==> config.mk <==
export PLATFORM = sky130hd
export DESIGN_NAME = pr_quiesce_ctrl
export DESIGN_NICKNAME = d
export VERILOG_FILES = /design/src/rtl/pr_ctrl_pkg.sv /design/src/rtl/pr_outstanding_cnt.sv /design/src/rtl/pr_quiesce_ctrl.sv
export SDC_FILE = /design/constraint.sdc
export NUM_CORES = 1
export LEC_CHECK = 0
export ABC_AREA = 1
export BUFFER_PORTS_ARGS = -buffer_cell sky130_fd_sc_hd__buf_2
export CAP_MARGIN = 5
export CORE_ASPECT_RATIO = 0.6
export CORE_MARGIN = 10
export CORE_UTILIZATION = 35
export DETAILED_ROUTE_END_ITERATION = 8
export GPL_ROUTABILITY_DRIVEN = 0
export GPL_TIMING_DRIVEN = 0
export SLEW_MARGIN = 40
export SYNTH_ARGS = -nofsm -noshare
export SYNTH_HDL_FRONTEND = slang
export SYNTH_SLANG_ARGS = --single-unit
==> constraint.sdc <==
create_clock -name i_s_axi_aclk -period 7.67 [get_ports i_s_axi_aclk]
set_clock_uncertainty 0.15 [all_clocks]
set_input_delay 1.534 -clock i_s_axi_aclk [delete_from_list [all_inputs] [get_ports i_s_axi_aclk]]
set_output_delay 1.534 -clock i_s_axi_aclk [all_outputs]
set_load 0.02 [all_outputs]
==> src/rtl/pr_ctrl_pkg.sv <==
// Shared types and defaults for the PR region quiesce controller.
package pr_ctrl_pkg;

   typedef enum logic [2:0] {
      StResetPr,
      StWaitCal,
      StRun,
      StDrain,
      StDecoupled
   } pr_state_e;

   localparam int unsigned OUTS_W_DEF        = 6;
   localparam int unsigned DRAIN_TIMEOUT_DEF = 4096;
   localparam int unsigned RESET_CYCLES_DEF  = 16;

   // One timer serves both the drain window and the reset pulse.
   function automatic int unsigned tmr_width(input int unsigned a, input int unsigned b);
      int unsigned m;
      m = (a > b) ? a : b;
      return (m < 2) ? 1 : $clog2(m);
   endfunction

endpackage

==> src/rtl/pr_outstanding_cnt.sv <==
// Request gate and outstanding-burst counter for one AXI address channel.
module pr_outstanding_cnt #(
   parameter int unsigned OUTS_W = 6
) (
   input  logic              i_clk,
   input  logic              i_reset,
   input  logic              i_clr,
   input  logic              i_pend_clr,
   input  logic              i_allow,
   input  logic              i_s_valid,
   output logic              o_s_ready,
   output logic              o_m_valid,
   input  logic              i_m_ready,
   input  logic              i_dec,
   output logic              o_pend,
   output logic              o_err,
   output logic [OUTS_W-1:0] o_cnt
);

   logic [OUTS_W-1:0] r_cnt;
   logic              r_pend;
   logic              r_err;
   logic              w_en;
   logic              w_inc;

   // A valid already presented downstream stays open until it handshakes.
   assign w_en      = (i_allow & ~(&r_cnt)) | (r_pend & ~i_pend_clr);
   assign o_m_valid = i_s_valid & w_en;
   assign o_s_ready = i_m_ready & w_en;
   assign w_inc     = o_m_valid & i_m_ready;

   always_ff @(posedge i_clk) begin
      if (i_reset) begin
         r_cnt  <= '0;
         r_pend <= 1'b0;
         r_err  <= 1'b0;
      end else begin
         if (i_clr) begin
            r_cnt <= '0;
         end else if (w_inc & ~i_dec) begin
            r_cnt <= r_cnt + 1'b1;
         end else if (~w_inc & i_dec) begin
            if (r_cnt == '0) begin
               r_err <= 1'b1;
            end else begin
               r_cnt <= r_cnt - 1'b1;
            end
         end
         if (i_pend_clr | i_clr) begin
            r_pend <= 1'b0;
         end else if (o_m_valid) begin
            r_pend <= ~i_m_ready;
         end
      end
   end

   assign o_pend = r_pend;
   assign o_err  = r_err;
   assign o_cnt  = r_cnt;

endmodule

==> src/rtl/pr_quiesce_ctrl.sv <==
// Drains, isolates, resets and recalibrates the DDR4 PR region behind the PCIe AXI slave.
module pr_quiesce_ctrl
   import pr_ctrl_pkg::*;
#(
   parameter int unsigned OUTS_W        = OUTS_W_DEF,
   parameter int unsigned DRAIN_TIMEOUT = DRAIN_TIMEOUT_DEF,
   parameter int unsigned RESET_CYCLES  = RESET_CYCLES_DEF
) (
   input  logic              i_s_axi_aclk,
   input  logic              i_reset,
   input  logic              i_decouple_req,
   output logic              o_decouple_ack,
   output logic              o_pr_decouple,
   output logic              o_pr_reset,
   input  logic              i_init_calib_complete,
   output logic              o_pr_ready,
   output logic              o_drain_timeout,
   output logic              o_cnt_err,
   output logic [OUTS_W-1:0] o_wr_outstanding,
   output logic [OUTS_W-1:0] o_rd_outstanding,
   input  logic              i_s_awvalid,
   output logic              o_s_awready,
   output logic              o_m_awvalid,
   input  logic              i_m_awready,
   input  logic              i_s_arvalid,
   output logic              o_s_arready,
   output logic              o_m_arvalid,
   input  logic              i_m_arready,
   input  logic              i_bvalid,
   input  logic              i_bready,
   input  logic              i_rvalid,
   input  logic              i_rready,
   input  logic              i_rlast
);

   localparam int unsigned      TMR_W      = tmr_width(DRAIN_TIMEOUT, RESET_CYCLES);
   localparam logic [TMR_W-1:0] DRAIN_LAST = TMR_W'(DRAIN_TIMEOUT - 1);
   localparam logic [TMR_W-1:0] RESET_LAST = TMR_W'(RESET_CYCLES - 1);

   pr_state_e        r_state;
   pr_state_e        w_state_nxt;
   logic [TMR_W-1:0] r_timer;
   logic             r_pr_reset;
   logic             r_pr_decouple;
   logic             r_pr_ready;
   logic             r_ack;
   logic             r_drain_to;
   logic             w_timeout;
   logic             w_drained;
   logic             w_run;
   logic             w_pend_clr;
   logic             w_cnt_clr;
   logic             w_aw_pend;
   logic             w_ar_pend;
   logic             w_wr_err;
   logic             w_rd_err;

   assign w_run      = (r_state == StRun);
   assign w_pend_clr = (r_state == StDecoupled);
   assign w_cnt_clr  = (r_state == StDecoupled) & (w_state_nxt == StResetPr);
   assign w_drained  = (o_wr_outstanding == '0) & (o_rd_outstanding == '0) &
                       ~w_aw_pend & ~w_ar_pend;

   always_comb begin
      w_state_nxt = r_state;
      w_timeout   = 1'b0;
      unique case (r_state)
         StResetPr: begin
            if (i_decouple_req)             w_state_nxt = StDecoupled;
            else if (r_timer == RESET_LAST) w_state_nxt = StWaitCal;
         end
         StWaitCal: begin
            if (i_decouple_req)             w_state_nxt = StDecoupled;
            else if (i_init_calib_complete) w_state_nxt = StRun;
         end
         StRun: begin
            if (i_decouple_req) w_state_nxt = StDrain;
         end
         StDrain: begin
            if (!i_decouple_req) begin
               w_state_nxt = StRun;
            end else if (w_drained) begin
               w_state_nxt = StDecoupled;
            end else if (r_timer == DRAIN_LAST) begin
               w_state_nxt = StDecoupled;
               w_timeout   = 1'b1;
            end
         end
         StDecoupled: begin
            if (!i_decouple_req) w_state_nxt = StResetPr;
         end
         default: w_state_nxt = StResetPr;
      endcase
   end

   // Outputs follow the state one cycle late so they leave the block glitch-free.
   always_ff @(posedge i_s_axi_aclk) begin
      if (i_reset) begin
         r_state       <= StResetPr;
         r_timer       <= '0;
         r_pr_reset    <= 1'b1;
         r_pr_decouple <= 1'b1;
         r_pr_ready    <= 1'b0;
         r_ack         <= 1'b0;
         r_drain_to    <= 1'b0;
      end else begin
         r_state       <= w_state_nxt;
         r_timer       <= (w_state_nxt != r_state) ? '0 : r_timer + 1'b1;
         r_pr_reset    <= (r_state == StResetPr);
         r_pr_decouple <= ~((r_state == StRun) | (r_state == StDrain));
         r_pr_ready    <= (r_state == StRun);
         r_ack         <= (r_state == StDecoupled);
         if (w_timeout) r_drain_to <= 1'b1;
      end
   end

   pr_outstanding_cnt #(
      .OUTS_W (OUTS_W)
   ) u_wr_cnt (
      .i_clk      (i_s_axi_aclk),
      .i_reset    (i_reset),
      .i_clr      (w_cnt_clr),
      .i_pend_clr (w_pend_clr),
      .i_allow    (w_run),
      .i_s_valid  (i_s_awvalid),
      .o_s_ready  (o_s_awready),
      .o_m_valid  (o_m_awvalid),
      .i_m_ready  (i_m_awready),
      .i_dec      (i_bvalid & i_bready),
      .o_pend     (w_aw_pend),
      .o_err      (w_wr_err),
      .o_cnt      (o_wr_outstanding)
   );

   pr_outstanding_cnt #(
      .OUTS_W (OUTS_W)
   ) u_rd_cnt (
      .i_clk      (i_s_axi_aclk),
      .i_reset    (i_reset),
      .i_clr      (w_cnt_clr),
      .i_pend_clr (w_pend_clr),
      .i_allow    (w_run),
      .i_s_valid  (i_s_arvalid),
      .o_s_ready  (o_s_arready),
      .o_m_valid  (o_m_arvalid),
      .i_m_ready  (i_m_arready),
      .i_dec      (i_rvalid & i_rready & i_rlast),
      .o_pend     (w_ar_pend),
      .o_err      (w_rd_err),
      .o_cnt      (o_rd_outstanding)
   );

   assign o_decouple_ack  = r_ack;
   assign o_pr_decouple   = r_pr_decouple;
   assign o_pr_reset      = r_pr_reset;
   assign o_pr_ready      = r_pr_ready;
   assign o_drain_timeout = r_drain_to;
   assign o_cnt_err       = w_wr_err | w_rd_err;

endmodule

==> impl_metrics.yaml, run 1 <==
die:
  fp-row-count: 21
  coreArea_um2: 5728
  die_y_um: 80.32
  die_w_um: 120.5
  boundaryPins: 35
  die_area_um2: 9680
  start_util_pct: 37.05
cts:
  clkTransAtPathRegs_ns: 0.07
  h-tree-depth: 2
  cts_buffer_depth: 2
  cts_hold_buf: 0
  cts_tree: "built"
  post_cts_buffers: 0
  clock_latency_ns: 0.29
  clk_root_buffer_cell: "clkbuf_8"
  cts_resized: 0
  cts_sinks: 36
  cts_buffers: 5
synth:
  ys_top_cells_by_area: "dfxtp_1 (34%), nand2_1 (11%), inv_1 (7.8%)"
  synth_area_leader_cell: "dfxtp_1"
  async_flop_share_pct: 0
  synth_ff_type: "dfxtp_1"
  syn_area_um2: 2122
  synth_cells: 299
  synth_top_area_share_pct: 33.96
  ys_ff_latch: 36
  syn_area_per_cell_um2: 7.097
  synth_edf_count: 0
  syn_nets: 327
  yosysSeqAreaShare_pct: 33.96
  yosys_warnings: 0
  synth_cell_types: 30
worst_setup_path:
  cp_max_fo: 2
  crit_family: "buffers and inverters"
  path_class: "input pin to output port"
  path_cells: "buf_2 -> nand2_1 -> inv_1 -> buf_2"
  cp.buffers_inverters: 3
  startpoint_type: "input pin"
  slowest_stage: "buf_2"
  max_stage_delay_ns: 0.16
  cp_data_required_time_ns: 5.99
  endpoint_kind: "output port"
  crit_top_cell: "buf_2"
  arrival_ns: 1.94
timing:
  rsz0062_at_grt: "false"
  slew_violations: 0
  min_period_over_period_pct: 47.23
  fmax_mhz: 276.0
  slew_headroom_pct: 69.30
  setup-violations-final: 0
  hold_viol_final: 0
  setup_tns_ns: 0
  tightest_slew_ns: 0.4606
  post-route-min-period_ns: 3.623
global_routing:
  grt_pass1_vias: 1763
  grt_pass1_wl_um: 8404
  grt_max_degree: 11
  grt_usage_pct: 10.58
  grt-ovfl-total: 0
  grt_antenna_before_repair: 0
detailed_routing:
  avgRoutedWirePerCell_um: 11.70
  drt_pre_antenna_iters: 4
  wl_met3_um: 231
  first_iter_violations: 103
  route.detailed.drc: 0
  wirelength_met1_um: 2828
  routed.top_layer: "met4"
  dr_wl_met2_um: 1811
  num_vias: 1860
  viasPerCell: 4.429
  ant_nets: 0
  finalWirelength_um: 4912
power:
  peakVddDrop_uv: 130.2
  power.leakage_nw: 1.138
  power_density_nw_per_um2: 222.3
finish:
  drive_gt1_share_pct: 20.00
  fin_nets: 367
  final_cell_area_um2: 2477
  areaGrowthSynthToFinish_pct: 16.75
  utilization_pct: 43.25
  diodes: 0
  layout.cells.non_filler: 420
place:
  placed_cell_area_um2: 2387
  dp_hpwl_um: 3948
  dp_cells: 412
  port_buffers: 33
flow_run:
  maxCapViolations: 0
outcome:
  status: "finished clean"
min_path:
  hold_path_class: "flip-flop to flip-flop"
==> final timing paths <==
path                                      from  slack (ns)                              to  depth (start not counted)
setup / recovery                   i_s_awvalid        4.05                     o_m_awvalid                          4
setup reg to reg         r_state[1]$_SDFF_PP0_        4.49  u_wr_cnt.o_cnt[5]$_SDFFE_PP0P_                         20
hold reg to reg   o_drain_timeout$_SDFFE_PP0P_        0.30    o_drain_timeout$_SDFFE_PP0P_                          2
hold / removal    o_drain_timeout$_SDFFE_PP0P_        0.30    o_drain_timeout$_SDFFE_PP0P_                          2
==> routing by layer <==
| layer | up-vias | global-route usage, % |
|---|---|---|
| met4 | 0 | 2.878 |
| met3 | 5 | 2.933 |
| met1 | 797 | 15.66 |
| met5 | - | 0 |
| li1 | 1023 | - |
| met2 | 35 | 14.25 |
==> Yosys cell counts (3+ instances only) <==
cell type / number
a21oi_1: 24
dfxtp_1: 36
ha_1: 13
inv_1: 44
inv_2: 4
nand2_1: 65
nand3_1: 16
nand4_1: 5
nor2_1: 29
nor2_2: 11
nor3_1: 5
o21ai_0: 4
o22ai_1: 4
or2_1: 3
or2_2: 3
xnor2_1: 10
xor2_1: 3
==> tightest hold or removal path, cell delays in order (launching register included) <==
cell	delay, ns
dfxtp_1	0.31
inv_1	0.04
a21oi_1	0.05
==> kinds of logic (layout without fill, tap and decap cells) <==
| family | count (synthesis) | count (layout) | synth area share, % |
|---|---|---|---|
| DFF | 36 | 36 | 33.96 |
| AOI/OAI and AO/OA | 36 | 36 | 9.198 |
| adders and majority gates | 15 | 15 | 9.552 |
| xor gates and xnor gates | 13 | 13 | 5.366 |
| buffers and inverters | 53 | 94 | 10.14 |
| and+or+nand+nor | 146 | 146 | 31.78 |
==> flip-flops by register name, summed over array words and instances (netlist names) <==
signal and flops:
u_wr_cnt.o_err 1, u_rd_cnt.o_err 1, u_wr_cnt.o_cnt 6, u_rd_cnt.o_pend 1
u_wr_cnt.o_pend 1, o_drain_timeout 1, o_decouple_ack 1, o_pr_reset 1
u_rd_cnt.o_cnt 6, o_pr_ready 1, r_state 3, r_timer 12
o_pr_decouple 1
==> final cells by class <==
type | count | area [um^2]
repair buffers | 33 | 165.2
plain buffers | 4 | 31.28
fillers | 630 | 3251
inverters | 49 | 183.9
clock buffers | 8 | 90.09
multi-input cells | 210 | 1186
well taps | 80 | 100.1
flip-flops and latches | 36 | 720.7
==> stage by stage <==
| step | hold WS (ns) | power, mW | setup WS (ns) |
|---|---|---|---|
| finish | 0.2971 | 0.5508 | 4.047 |
| global route | 0.3294 | 0.5881 | 3.983 |
| CTS | 0.3012 | 0.5557 | 4.052 |
| detailed placement | 0.2902 | 0.4128 | 3.902 |
| global placement | 0.2888 | 0.4104 | 3.922 |
| floorplan | 0.2963 | 0.3638 | 4.097 |
==> placed cells by master, fill, tap and decap left out, drive strengths merged <==
cell type / n
clkbuf: 9
a21oi: 25
nor2: 42
buf: 36
nand3: 18
xnor2: 10
nand4: 5
fa: 2
clkinv: 1
nand2: 68
inv: 48
dfxtp: 36
and2: 2
nor3: 5
xor2: 3
or2: 6
o22ai: 4
a211oi: 2
ha: 13
o21ai: 4
a31oi: 1
==> report_power, final <==
part / switching, mW / leakage, nW / total, mW / internal (mW)
sequential: 0.0164 / 0.291 / 0.218 / 0.202
combinational: 0.121 / 0.801 / 0.191 / 0.0692
clock: 0.0688 / 0.0455 / 0.142 / 0.0733
total: 0.207 / 1.14 / 0.551 / 0.344
Note: power is estimated with default switching activity, not from simulation.
==> run 2, diff against run 1 <==
==> constraint.sdc (replaced) <==
create_clock -name i_s_axi_aclk -period 3.23 [get_ports i_s_axi_aclk]
set_clock_uncertainty 0.15 [all_clocks]
set_input_delay 0.646 -clock i_s_axi_aclk [delete_from_list [all_inputs] [get_ports i_s_axi_aclk]]
set_output_delay 0.646 -clock i_s_axi_aclk [all_outputs]
set_load 0.02 [all_outputs]
==> run 2 against run 1 <==
Register-to-register slack worse by 4.2 ns. Core utilization increased by 0.48 points. First-iteration DRC count up 2.9%. Clock power increased by 140%. Largest cell class unchanged.
==> impl_metrics.yaml, run 2 (synthesis gave the netlist of run 1 again) <==
finish:
  layout.cells.non_filler: 420
  areaGrowthSynthToFinish_pct: 18.04
  multi_input_area_um2: 1212
  largest_register: "r_timer"
  final_cell_area_um2: 2505
  nFillCells: 629
  seq_area_um2: 721.9
  largest_reg_flops: 12
  diodes: 0
  final_cell_mix: "nand2_1 (65), inv_1 (41), dfxtp_1 (35)"
  drive_gt1_share_pct: 22.65
  final_common_cell: "nand2_1"
  fin_nets: 367
timing:
  setup-violations-final: 0
  fmax_mhz: 344.7
  hold_viol_final: 0
  rsz0062_at_grt: "false"
  setup_tns_ns: 0
  slew_headroom_pct: 69.34
  post-route-min-period_ns: 2.901
  min_period_over_period_pct: 89.81
  slew_violations: 0
  fin_ws_ns: 0.3290
  tightest_slew_ns: 0.4599
outcome:
  status: "finished clean"
worst_setup_path:
  arrival_ns: 2.98
  cp.buffers_inverters: 5
  path_cells: "buf_6 -> nor2_2 -> nand2_1 -> inv_2 -> o22ai_2 -> nand2_1 -> inv_1 -> nand2_1 -> inv_1 -> ha_2 -> inv_2 -> ha_4 -> nand3_1 -> nand3_1 -> a21oi_1 -> or2_2 -> nand2_1 -> nand2_1 -> nand2_1 -> nand2_1 -> a21oi_1"
  crit_family: "simple AND/OR/NAND/NOR gates"
  slowest_stage: "dfxtp_1"
  crit_top_cell: "nand2_1"
  max_stage_delay_ns: 0.33
  startpoint_type: "flip-flop"
  cp_data_required_time_ns: 3.31
  endpoint_kind: "flip-flop"
  cp_max_fo: 8
  path_class: "flip-flop to flip-flop"
cts:
  cts_sinks: 36
  clock_latency_ns: 0.29
  cts_buffer_depth: 2
  cts_tree: "built"
  cts_hold_buf: 0
  cts_resized: 0
  h-tree-depth: 2
  clkTransAtPathRegs_ns: 0.07
  post_cts_buffers: 0
  clk_root_buffer_cell: "clkbuf_8"
  cts_buffers: 5
power:
  power_density_nw_per_um2: 525.8
  power.leakage_nw: 1.137
  peakVddDrop_uv: 312.4
global_routing:
  grt_max_degree: 11
  grt_antenna_before_repair: 0
  met1_usage_pct: 15.66
  use_met2_pct: 14.25
  grt.busiest_layer: "met1"
  grt.met3_usage_pct: 2.933
  grt_pass1_wl_um: 8404
  grt-ovfl-total: 0
  grt_pass1_vias: 1763
  grt_usage_pct: 10.58
die:
  start_util_pct: 37.05
  coreArea_um2: 5728
  boundaryPins: 35
  die_y_um: 80.32
  fp-row-count: 21
  die_area_um2: 9680
  die_w_um: 120.5
detailed_routing:
  num_vias: 1875
  drt_pre_antenna_iters: 4
  finalWirelength_um: 4935
  ant_nets: 0
  route.detailed.drc: 0
  first_iter_violations: 106
  avgRoutedWirePerCell_um: 11.75
  viasPerCell: 4.464
place:
  dp_hpwl_um: 3948
  port_buffers: 33
  placed_cell_area_um2: 2387
  dp_cells: 412
  pre_cts_slack_ns: 0.04517
min_path:
  hold_path_class: "flip-flop to flip-flop"
flow_run:
  maxCapViolations: 0
==> run 2: through the flow <==
| stage | hold slack, ns | utilization [%] | power, mW |
|---|---|---|---|
| 6_report | 0.2971 | 43.73 | 1.317 |
| 5_1_grt | 0.3294 | 43.73 | 1.406 |
| 4_1_cts | 0.3012 | 43.25 | 1.320 |
| 3_5_place_dp | 0.2902 | 41.68 | 0.9803 |
| 3_3_place_gp | 0.2888 | 41.68 | 0.9745 |
| 2_1_floorplan | 0.2963 | - | 0.8639 |
==> run 2: worst paths after layout <==
| kind | cells after the start | slack (ns) | to | from |
|---|---|---|---|---|
| worst min register to register | 2 | 0.30 | o_drain_timeout$_SDFFE_PP0P_ | o_drain_timeout$_SDFFE_PP0P_ |
| worst max register to register | 21 | 0.33 | u_wr_cnt.o_cnt[5]$_SDFFE_PP0P_ | r_state[0]$_SDFF_PP0_ |
| worst min-delay path | 2 | 0.30 | o_drain_timeout$_SDFFE_PP0P_ | o_drain_timeout$_SDFFE_PP0P_ |
| worst max-delay path | 21 | 0.33 | u_wr_cnt.o_cnt[5]$_SDFFE_PP0P_ | r_state[0]$_SDFF_PP0_ |
==> run 2: report_power, final <==
part / internal (mW) / switching [mW]
Clock: 0.174 / 0.162
Combinational: 0.170 / 0.292
Sequential: 0.479 / 0.0405
Total: 0.823 / 0.494
==> run 2: metal layers <==
metal | share of wire, % | vias to the layer above
li1 | - | 1024
met1 | 57 | 803
met2 | 37 | 43
met3 | 5.1 | 5
met4 | 0.81 | 0
met5 | 0 | -
==> run 2: cell type report <==
type                            instances  share of cell area, %
Multi-Input combinational cell        210                  48.40
Sequential cell                        36                  28.82
Buffer                                  4                  1.249
Tap cell                               80                  3.996
Timing Repair Buffer                   33                  6.593
Clock buffer                            8                  3.596
Inverter                               49                  7.343
==> run 2: worst reg2reg max path, cell delays in order, from the launching register on <==
cell     delay, ns
dfxtp_1       0.33
buf_6         0.13
nor2_2        0.06
nand2_1       0.11
inv_2         0.07
o22ai_2       0.16
nand2_1       0.11
inv_1         0.08
nand2_1       0.09
inv_1         0.08
ha_2          0.23
inv_2         0.09
ha_4          0.29
nand3_1       0.07
nand3_1       0.12
a21oi_1       0.08
or2_2         0.29
nand2_1       0.06
nand2_1       0.04
nand2_1       0.05
nand2_1       0.04
a21oi_1       0.11
==> run 3, diff against run 2 <==
==> constraint.sdc (replaced) <==
create_clock -name i_s_axi_aclk -period 3.34 [get_ports i_s_axi_aclk]
set_clock_uncertainty 0.15 [all_clocks]
set_input_delay 0.668 -clock i_s_axi_aclk [delete_from_list [all_inputs] [get_ports i_s_axi_aclk]]
set_output_delay 0.668 -clock i_s_axi_aclk [all_outputs]
set_load 0.02 [all_outputs]
==> run 3 against run 2 <==
Via count down 0.75%. Sequential share of layout area up 0.17 points. Count of clock-buffer cells in the layout unchanged. Non-clock buffer count unchanged. Setup slack better by 0.0097 ns. First-iteration DRC count up 8.5%. Register-to-register slack about the same. Maximum frequency down 3.3%. Design area down 0.60%.
==> impl_metrics.yaml, run 3 (synthesis gave the netlist of run 1 again) <==
outcome:
  status: "finished clean"
global_routing:
  grt_pass1_wl_um: 8404
  grt_pass1_vias: 1763
  grt-ovfl-total: 0
  grt_antenna_before_repair: 0
  grt_usage_pct: 10.58
  grt_max_degree: 11
cts:
  clock_latency_ns: 0.29
  cts_buffers: 5
  clk_root_buffer_cell: "clkbuf_8"
  cts_buffer_depth: 2
  cts_hold_buf: 0
  clkTransAtPathRegs_ns: 0.08
  h-tree-depth: 2
  cts_tree: "built"
  cts_sinks: 36
die:
  boundaryPins: 35
  die_y_um: 80.32
  start_util_pct: 37.05
  die_area_um2: 9680
  fp-row-count: 21
  coreArea_um2: 5728
  die_w_um: 120.5
timing:
  slew_violations: 0
  hold_viol_final: 0
  min_period_over_period_pct: 89.86
  setup-violations-final: 0
  setup_tns_ns: 0
  fmax_mhz: 333.2
  whs_ns: 0.2971
  post-route-min-period_ns: 3.001
  slew_headroom_pct: 68.85
  rsz0062_at_grt: "false"
  tightest_slew_ns: 0.4672
finish:
  multi_input_area_um2: 1197
  seq_area_um2: 721.9
  largest_register: "r_timer"
  diodes: 0
  largest_reg_flops: 12
  drive_gt1_share_pct: 21.47
  fin_nets: 367
  final_cell_mix: "nand2_1 (65), inv_1 (43), dfxtp_1 (35)"
  final_common_cell: "nand2_1"
  nFillCells: 630
  areaGrowthSynthToFinish_pct: 17.34
detailed_routing:
  finalWirelength_um: 4911
  viasPerCell: 4.431
  ant_nets: 0
  first_iter_violations: 115
  num_vias: 1861
  avgRoutedWirePerCell_um: 11.69
  drt_pre_antenna_iters: 4
  route.detailed.drc: 0
worst_setup_path:
  startpoint_type: "flip-flop"
  cp_max_fo: 8
  arrival_ns: 3.08
  path_class: "flip-flop to flip-flop"
  cp_data_required_time_ns: 3.42
  endpoint_kind: "flip-flop"
flow_run:
  maxCapViolations: 0
power:
  total_power_mw: 1.266
  peakVddDrop_uv: 299.0
  power.leakage_nw: 1.139
  power_density_nw_per_um2: 508.3
place:
  dp_hpwl_um: 3948
  port_buffers: 33
min_path:
  hold_path_class: "flip-flop to flip-flop"
-- run 3: path summary, 6_finish.rpt --
path                                                       end                    startpoint  cells after the start  slack, ns
worst max-delay path            u_wr_cnt.o_cnt[5]$_SDFFE_PP0P_         r_state[0]$_SDFF_PP0_                     21       0.34
worst min-delay path              o_drain_timeout$_SDFFE_PP0P_  o_drain_timeout$_SDFFE_PP0P_                      2       0.30
worst max register to register  u_wr_cnt.o_cnt[5]$_SDFFE_PP0P_         r_state[0]$_SDFF_PP0_                     21       0.34
worst min register to register    o_drain_timeout$_SDFFE_PP0P_  o_drain_timeout$_SDFFE_PP0P_                      2       0.30
-- run 3: timing repair --
item                       4_1_cts  5_1_grt
setup endpoints to repair        0        3
buffers inserted                 0        0
gates resized for setup          0        5
-- run 3: metrics by stage --
step	worst slack [ns]	utilization, %	area (um^2)	std cells
2_1_floorplan	0.4912	-	2122	299
3_3_place_gp	0.1572	41.68	2387	412
3_5_place_dp	0.1552	41.68	2387	412
4_1_cts	0.1376	43.25	2477	420
5_1_grt	0.007643	43.47	2490	420
6_report	0.3387	43.47	2490	420
-- run 3: layer usage --
layer | wire length [um] | track usage [%] | part of all wire (%) | vias to the layer above
met1 | 2840 | 15.66 | 58 | 798
met5 | 0 | 0 | 0 | -
met3 | 219 | 2.933 | 4.5 | 5
met4 | 40 | 2.878 | 0.81 | 0
li1 | - | - | - | 1024
met2 | 1811 | 14.25 | 37 | 34
-- run 3: layout make-up --
cell class              instances  area share, %
clock buffers                   8          3.618
plain buffers                   4          1.256
repair buffers                 33          6.633
inverters                      49          7.387
flip-flops and latches         36          28.99
well taps                      80          4.020
multi-input cells             210          48.09
-- run 3: worst max-delay path, stage by stage, from the launching register on --
cell	delay, ns
dfxtp_1	0.33
buf_6	0.13
nor2_2	0.06
nand2_1	0.10
inv_1	0.10
o22ai_2	0.18
nand2_1	0.11
inv_1	0.08
nand2_1	0.09
inv_1	0.08
ha_2	0.22
inv_1	0.10
ha_1	0.34
nand3_1	0.08
nand3_1	0.12
a21oi_1	0.08
or2_2	0.29
nand2_1	0.06
nand2_1	0.04
nand2_1	0.05
nand2_1	0.04
a21oi_1	0.11
-- run 3: report_power, final --
group / switching, mW / internal (mW)
registers: 0.0379 / 0.463
clock network: 0.158 / 0.168
logic: 0.279 / 0.159
total: 0.475 / 0.790
